### config.mk
export PLATFORM = sky130hd
export DESIGN_NAME = hilo_mdu_ctrl
export DESIGN_NICKNAME = d
export VERILOG_FILES = /design/src/rtl/hilo_mdu_ctrl.sv
export SDC_FILE = /design/constraint.sdc
export NUM_CORES = 2
export LEC_CHECK = 0
export BUFFER_PORTS_ARGS = -buffer_cell sky130_fd_sc_hd__buf_2
export CAP_MARGIN = 0
export CORE_MARGIN = 1
export CORE_UTILIZATION = 50
export CTS_CLUSTER_SIZE = 24
export DETAILED_ROUTE_END_ITERATION = 6
export PLACE_DENSITY = 0.71
export SETUP_SLACK_MARGIN = 0.02
export SYNTH_ARGS = -nofsm -noshare
export SYNTH_HDL_FRONTEND = slang
export SYNTH_SLANG_ARGS = --single-unit
### constraint.sdc
create_clock -name clk -period 19.34 [get_ports clk]
set_input_delay 0.967 -clock clk [delete_from_list [all_inputs] [get_ports clk]]
set_output_delay 0.967 -clock clk [all_outputs]
set_load 0.02 [all_outputs]
### src/rtl/hilo_mdu_ctrl.sv
// rtl/hilo_mdu_ctrl.sv - EX-stage multiply/divide sequencer with the architectural HI/LO pair
module hilo_mdu_ctrl #(
    parameter int Data_Bus = 32,
    parameter int MUL_LAT  = 2,
    parameter int DIV_ITER = 32
) (
    input  logic                clk,
    input  logic                rst,
    input  logic                start,
    input  logic [2:0]          op,
    input  logic [Data_Bus-1:0] src1,
    input  logic [Data_Bus-1:0] src2,
    input  logic                flush,
    output logic                stall_o,
    output logic                busy,
    output logic                done,
    output logic [Data_Bus-1:0] hi_o,
    output logic [Data_Bus-1:0] lo_o
);

    localparam int CW = $clog2((DIV_ITER > MUL_LAT) ? DIV_ITER : MUL_LAT) + 1;

    typedef enum logic [1:0] {IDLE, MUL, DIV, DONE} state_t;

    state_t                state;
    logic [CW-1:0]         counter;
    logic [Data_Bus-1:0]   op_a;
    logic [Data_Bus-1:0]   op_b;
    logic                  is_signed;
    logic [Data_Bus-1:0]   rem_q;
    logic [Data_Bus-1:0]   quo_q;
    logic [Data_Bus-1:0]   dvs_q;

    logic                  accept_mul;
    logic                  accept_div;
    logic                  div_signed_in;
    logic [Data_Bus-1:0]   mag1;
    logic [Data_Bus-1:0]   mag2;
    logic [2*Data_Bus-1:0] ext_a;
    logic [2*Data_Bus-1:0] ext_b;
    logic [2*Data_Bus-1:0] prod;
    logic [Data_Bus:0]     trial;
    logic                  take;
    logic [Data_Bus-1:0]   rem_nx;
    logic [Data_Bus-1:0]   quo_nx;
    logic [Data_Bus-1:0]   quo_fix;
    logic [Data_Bus-1:0]   rem_fix;

    assign accept_mul    = (state == IDLE) && start && !flush && (op == 3'd0 || op == 3'd1);
    assign accept_div    = (state == IDLE) && start && !flush && (op == 3'd2 || op == 3'd3);
    assign stall_o       = accept_mul || accept_div || (state == MUL) || (state == DIV);

    assign div_signed_in = (op == 3'd2);
    assign mag1 = (div_signed_in && src1[Data_Bus-1]) ? -src1 : src1;
    assign mag2 = (div_signed_in && src2[Data_Bus-1]) ? -src2 : src2;

    // Sign-extending to full width makes one unsigned multiply serve both MULT and MULTU.
    assign ext_a = {{Data_Bus{is_signed & op_a[Data_Bus-1]}}, op_a};
    assign ext_b = {{Data_Bus{is_signed & op_b[Data_Bus-1]}}, op_b};
    assign prod  = ext_a * ext_b;

    // One restoring step: shift the next dividend bit into the partial remainder.
    assign trial  = {rem_q, quo_q[Data_Bus-1]};
    assign take   = trial >= {1'b0, dvs_q};
    assign rem_nx = take ? Data_Bus'(trial - {1'b0, dvs_q}) : trial[Data_Bus-1:0];
    assign quo_nx = {quo_q[Data_Bus-2:0], take};

    assign quo_fix = (is_signed && (op_a[Data_Bus-1] ^ op_b[Data_Bus-1])) ? -quo_nx : quo_nx;
    assign rem_fix = (is_signed && op_a[Data_Bus-1]) ? -rem_nx : rem_nx;

    always_ff @(posedge clk) begin
        if (rst) begin
            state     <= IDLE;
            counter   <= '0;
            busy      <= 1'b0;
            done      <= 1'b0;
            hi_o      <= '0;
            lo_o      <= '0;
            op_a      <= '0;
            op_b      <= '0;
            is_signed <= 1'b0;
            rem_q     <= '0;
            quo_q     <= '0;
            dvs_q     <= '0;
        end else begin
            done <= 1'b0;
            case (state)
                IDLE: begin
                    if (accept_mul) begin
                        state     <= MUL;
                        busy      <= 1'b1;
                        counter   <= CW'(MUL_LAT - 1);
                        op_a      <= src1;
                        op_b      <= src2;
                        is_signed <= (op == 3'd0);
                    end else if (accept_div) begin
                        state     <= DIV;
                        busy      <= 1'b1;
                        counter   <= CW'(DIV_ITER - 1);
                        op_a      <= src1;
                        op_b      <= src2;
                        is_signed <= div_signed_in;
                        rem_q     <= '0;
                        quo_q     <= mag1;
                        dvs_q     <= mag2;
                    end else if (start && !flush && op == 3'd4) begin
                        hi_o <= src1;
                    end else if (start && !flush && op == 3'd5) begin
                        lo_o <= src1;
                    end
                end
                MUL: begin
                    if (flush) begin
                        state <= IDLE;
                        busy  <= 1'b0;
                    end else if (counter == '0) begin
                        state <= DONE;
                        done  <= 1'b1;
                        {hi_o, lo_o} <= prod;
                    end else begin
                        counter <= counter - 1'b1;
                    end
                end
                DIV: begin
                    if (flush) begin
                        state <= IDLE;
                        busy  <= 1'b0;
                    end else begin
                        rem_q   <= rem_nx;
                        quo_q   <= quo_nx;
                        counter <= counter - 1'b1;
                        if (counter == '0) begin
                            state   <= DONE;
                            done    <= 1'b1;
                            counter <= '0;
                            // Divide by zero still runs every iteration; only the result is overridden.
                            if (op_b == '0) begin
                                lo_o <= '1;
                                hi_o <= op_a;
                            end else begin
                                lo_o <= quo_fix;
                                hi_o <= rem_fix;
                            end
                        end
                    end
                end
                default: begin
                    state <= IDLE;
                    busy  <= 1'b0;
                end
            endcase
        end
    end

endmodule
# ---- Yosys cells after proc, flatten, opt, wreduce, memory -nomap -nowiden
# Index checks and enable logic that the tools add are counted.
dict set report classes {
  reduce_logical 34
  mul 1
  addsub 6
  muxes 55
  n_lt_le_gt_ge 1
  n_eq_ne 21
  n_bitwise 5
}
# operator count
set op_table {}
lappend op_table {{$mux 32} 32}
lappend op_table {{$pmux 32 s3} 2}
lappend op_table {{$neg 32->32} 4}
lappend op_table {{$pmux 32 s2} 2}
lappend op_table {{$mul 33x33->64} 1}
lappend op_table {{$mux 6} 6}
lappend op_table {{$ge 33x32->1} 1}
lappend op_table {{$logic_not 32->1} 1}
lappend op_table {{$sub 32x32->32} 1}
lappend op_table {{$pmux 6 s3} 1}
lappend op_table {{$ne 2x2->1 const B} 7}
lappend op_table {{$logic_and 1x1->1} 11}
lappend op_table {{$ne 2x1->1 const B} 5}
lappend op_table {{$reduce_and 9->1} 1}
lappend op_table {{$mux 2} 4}
lappend op_table {{$reduce_and 8->1} 1}
lappend op_table {{$eq 3x2->1 const B} 2}
lappend op_table {{$eq 3x3->1 const B} 2}
lappend op_table {{$logic_not 6->1} 1}
lappend op_table {{$mux 1} 6}
lappend op_table {{$reduce_and 2->1} 3}
lappend op_table {{$sub 6x1->6 const B} 1}
lappend op_table {{$logic_or 1x1->1} 5}
lappend op_table {{$reduce_and 5->1} 1}
lappend op_table {{other kinds (19)} 22}
dict set report word_totals {
  input_bits 71
  ff_bits 235
  out_inout_bits 67
  elab_cells 135
}

# ---- Logic depth before layout (Yosys ltp)
dict set report logic_depth {
  depth_word 8
  ltp_mapped 34
  ltp_nobuf 30
}

# ---- Worst setup path before layout
# No wires, ideal clock.
dict set report synth_timing {
  path_kind {reg2reg}
  start {reg op_a[31]}
  end {reg hi_o[30]}
  stages_incl_launch_ff 33
  required_ns 19.270
  path_slack_ns 10.787
  period_less_slack_ns 8.553
  n_path_buf 4
  setup_time_ns 0.070
  arrival_time_ns 8.484
  path_cell_list {dfxtp_1 clkbuf_1 and2_1 clkbuf_1 clkbuf_1 nand2_1 inv_1 fa_1 fa_1 fa_1 inv_1 fa_1 inv_1 fa_1 fa_1 fa_1 inv_1 fa_1 inv_1 ha_1 clkbuf_1 a21o_1 a21o_1 a21oi_1 nand3_1 a221oi_1 o21ai_1 a211oi_1 o21ai_1 a221oi_1 mux2i_1 a211oi_1 a21oi_1}
}
dict set report synth_between {
  elab_chain_cells 6
  elab_cells_between_ends 10
}
# element line_no
set synth_rtl {}
lappend synth_rtl {{start, declared} 27} ;# logic [Data_Bus-1:0] op_a;
lappend synth_rtl {{start signal, assigned} 93} ;# op_a <= src1;
lappend synth_rtl {{start signal, assigned} 100} ;# op_a <= src1;
lappend synth_rtl {{branches (longest 5 deep; another with $mul 33x33->64)} --}
lappend synth_rtl {{$pmux 32 s3 (*)} 87} ;# case (state)
lappend synth_rtl {{end signal, assigned} 119} ;# {hi_o, lo_o} <= prod;
lappend synth_rtl {{end signal, assigned} 139} ;# hi_o <= op_a;
lappend synth_rtl {{end signal, assigned} 142} ;# hi_o <= rem_fix;
lappend synth_rtl {{end, declared} 17} ;# output logic [Data_Bus-1:0] hi_o,
# Mark *: on every way between the ends. The select of a mux whose other input is x is not followed.
# A chain may end at the register's enable or synchronous reset.

# ---- Final worst setup path
dict set report layout_timing {
  start {reg op_a[19]}
  end {reg hi_o[27]}
}
dict set report layout_between {
  elab_chain_cells 4
}
# element line_no
set layout_rtl {}
lappend layout_rtl {{$mul 33x33->64} 60} ;# assign prod = ext_a * ext_b;
lappend layout_rtl {{$mux 32} 116} ;# end else if (counter == '0) begin
lappend layout_rtl {{$mux 32} 113} ;# if (flush) begin
lappend layout_rtl {{$pmux 32 s3} 87}
lappend layout_rtl {{end signal, assigned} 107} ;# hi_o <= src1;
lappend layout_rtl {{end signal, assigned} 119}
lappend layout_rtl {{end signal, assigned} 139}
# Every way passes these cells. The select of a mux whose other input is x is not followed.

==> metrics.txt <==
status=finished with violations; failing checks=design-rule violations; Power, Total=2.70 mW; dpl hpwl=125 mm; max cap viols=0; period utilisation layout=50.6%; mean routed wirelength per cell=20.9 um; hold endpoint=op_b[20]; Synth warnings=0; nets=7,659; Worst setup EP type=register; TNS Setup=0 ps; CTS tree=yes; synth-to-layout area growth=4.48%; Critical-path top delay cell=a2111oi_0; Initial DRC Count=3,942; Clock H-tree levels=1; Slew HR=12.3%; commonest cells after routing, fill and taps aside=inv_1, fa_1, nand2_1, and2_1, a21oi_1; Root Driver=clkbuf_16; min Tclk post-route=9790 ps; EDFF count, synth=0; first-pass GRT wire length=255 mm; setup bufs post-CTS=0; Post-Synthesis Cells=6,385; layout cell share with drive strength beyond 1=5.36%; max-slew violations=0; antenna-violating nets left=0; cell depth of the worst hold path=2; DRC viols=4; Reg-to-Reg Start=op_a[19]; highest clock rate=0.102 GHz; arrival time worst endpoint=10,190 ps; synthesis-stage register bit count=235; Hold Buf Count CTS=0; initial antenna violation count=7; R2R cell count=26; crit path launch type=register; largest net degree at the start of global routing=99; vias in the first global route=44,652; Worst Hold Class=reg2reg; CP required=19,740 ps; Filler Cell Count=9,893; r2r endpoint=hi_o[27]; synthesized area=53,500 sq um; leak pwr=26.4 nW; Clk Latency, worst-skew pair=570 ps; Seq/Total Area, Yosys=8.80%; detailed-route wire length=160 mm; RSZ-0062 raised after global routing=false; IO Pins=138; Core Box Area=106,000 sq um; All-Layer GR Usage=30.2%; Post-Syn Nets=7,837; post-cts gate resize count=0; Buf/Inv on CP=4; top_reg_cell synth=dfxtp_1; global route overflow=0; Fin. Hold Viols=0; maximum root-to-sink buffer count=3; Avg Cell Area, Syn=8.37 sq um; Num CTS Buffers=25; Post-Route Skew=18.1 ps; delay of the slowest cell on the worst path=1050 ps; clock net sink count=235; commonest non-fill, non-tap cell in the layout=inv_1; row count=119; Worst-Margin Slew=1280 ps; CP delay by family, top=adder cells; die area=108,000 sq um; drt pass-1 iters=7; routability cong.=1.01; post-route core utilization=52.8%; R2R setup slack=9550 ps; Post-synth ARST share=0%; synth unique cells=93; peak supply drop=0.0684 mV; Worst Hold Launch=op_b[20]; Crit Path Category=reg2reg; via count=43,706; Most common cell on crit path=fa_1; port buffer count=137; final cell count without fillers=7,624; Hold WS=451 ps; Starting Density=50.6%; clock slew at reported path FFs=70 ps; Pwr Density=48.3 nW/um^2; number of cells after detailed placement=7,571; vias per cell=5.73; Die W=329 um; final setup violation count=0; CP Max Fanout=20; Die Ht=329 um
[worst max-delay path by stage]
| stage | from | end | slack, ps | cells after the start |
|---|---|---|---|---|
| 2_1_floorplan | op_a[31] | hi_o[30] | 10790 | 32 |
| 4_1_cts | op_a[19] | hi_o[27] | 9730 | 26 |
| 3_3_place_gp | op_b[10] | hi_o[27] | 10110 | 26 |
| 3_5_place_dp | op_a[19] | hi_o[27] | 9770 | 26 |
| 6_report | op_a[19] | hi_o[27] | 9550 | 26 |
| 5_1_grt | op_a[19] | hi_o[27] | 9290 | 26 |
[stage by stage]
| step | instance area, sq um | worst slack [ps] |
|---|---|---|
| after floorplan | 53500 | 10790 |
| after global placement | 55000 | 10110 |
| after detailed placement | 55000 | 9770 |
| after CTS | 55800 | 9730 |
| after global routing | 55900 | 9290 |
| final | 55900 | 9550 |
[flip-flops by register name, indices dropped and copies added (netlist names)]
name / cells
hi_o: 32
rem_q: 32
counter: 6
dvs_q: 32
op_b: 32
op_a: 32
quo_q: 32
busy: 1
is_signed: 1
done: 1
state: 2
lo_o: 32
[area by class of cell]
class                   count  area (sq um)  share of cell area, %
clock buffers              32           692                   1.24
multi-input cells        4533         42700                   76.4
flip-flops and latches    235          4720                   8.45
inverters                1188          4460                   7.99
repair buffers            224          1350                   2.41
diodes                      7          17.5                 0.0314
clock inverters            14           185                  0.331
well taps                1391          1740                   3.12
[cell families (layout without fill, tap and decap cells)]
group | after synthesis | count (layout) | synth area share [%]
AO/OA/AOI/OAI | 858 | 858 | 10.3
XOR/XNOR | 208 | 208 | 3.41
adder cells (fa/ha/maj) | 1381 | 1381 | 48.1
buffers and inverters | 1617 | 1458 | 11.4
flip-flops | 235 | 235 | 8.80
multiplexers | 17 | 17 | 0.325
other | 0 | 7 | 0
AND/OR/NAND/NOR | 2069 | 2069 | 17.6
[metal layers]
| layer | vias up | track usage (%) | part of all wire [%] |
|---|---|---|---|
| li1 | 19175 | - | - |
| met2 | 1943 | 49.3 | 47 |
| met5 | - | 0 | 0 |
| met3 | 347 | 4.08 | 8.3 |
| met1 | 22241 | 40.8 | 40 |
| met4 | 0 | 12.0 | 4.6 |
[synth_stat cells, drive strengths merged (18+ instances only)]
cell    number  area (sq um)
nor3        70           350
nand4       24           150
ha         255          3190
o21ai      168           841
and3        35           219
buf         31           150
or3         25           156
nand3       49           250
inv       1187          4460
nor2b       23           144
a21oi      316          1590
dfxtp      235          4700
fa        1126         22500
xnor2      126          1100
and2       357          2230
nand2     1092          4100
o21a        21           158
clkbuf     398          1500
nor4        30           209
o211ai      18           140
a311oi      18           158
a21o        54           405
a31oi       24           150
a221oi      49           435
a211oi      51           400
nor2       296          1110
a22oi       19           143
nand2b      20           125
o31ai       22           179
xor2        82           718
[worst min-delay path, cell delays in order (launching register included)]
cell,delay (ps)
dfxtp_2,320
nand2_1,50
a21oi_1,50
[where the power goes]
group	leakage [nW]	switching (mW)	total, mW	internal, mW
Combinational	24.1	1.09	1.54	0.451
Clock	0.426	0.228	0.536	0.307
Sequential	1.91	0.0725	0.620	0.547
No activity file was read; power rests on OpenSTA's default activity.
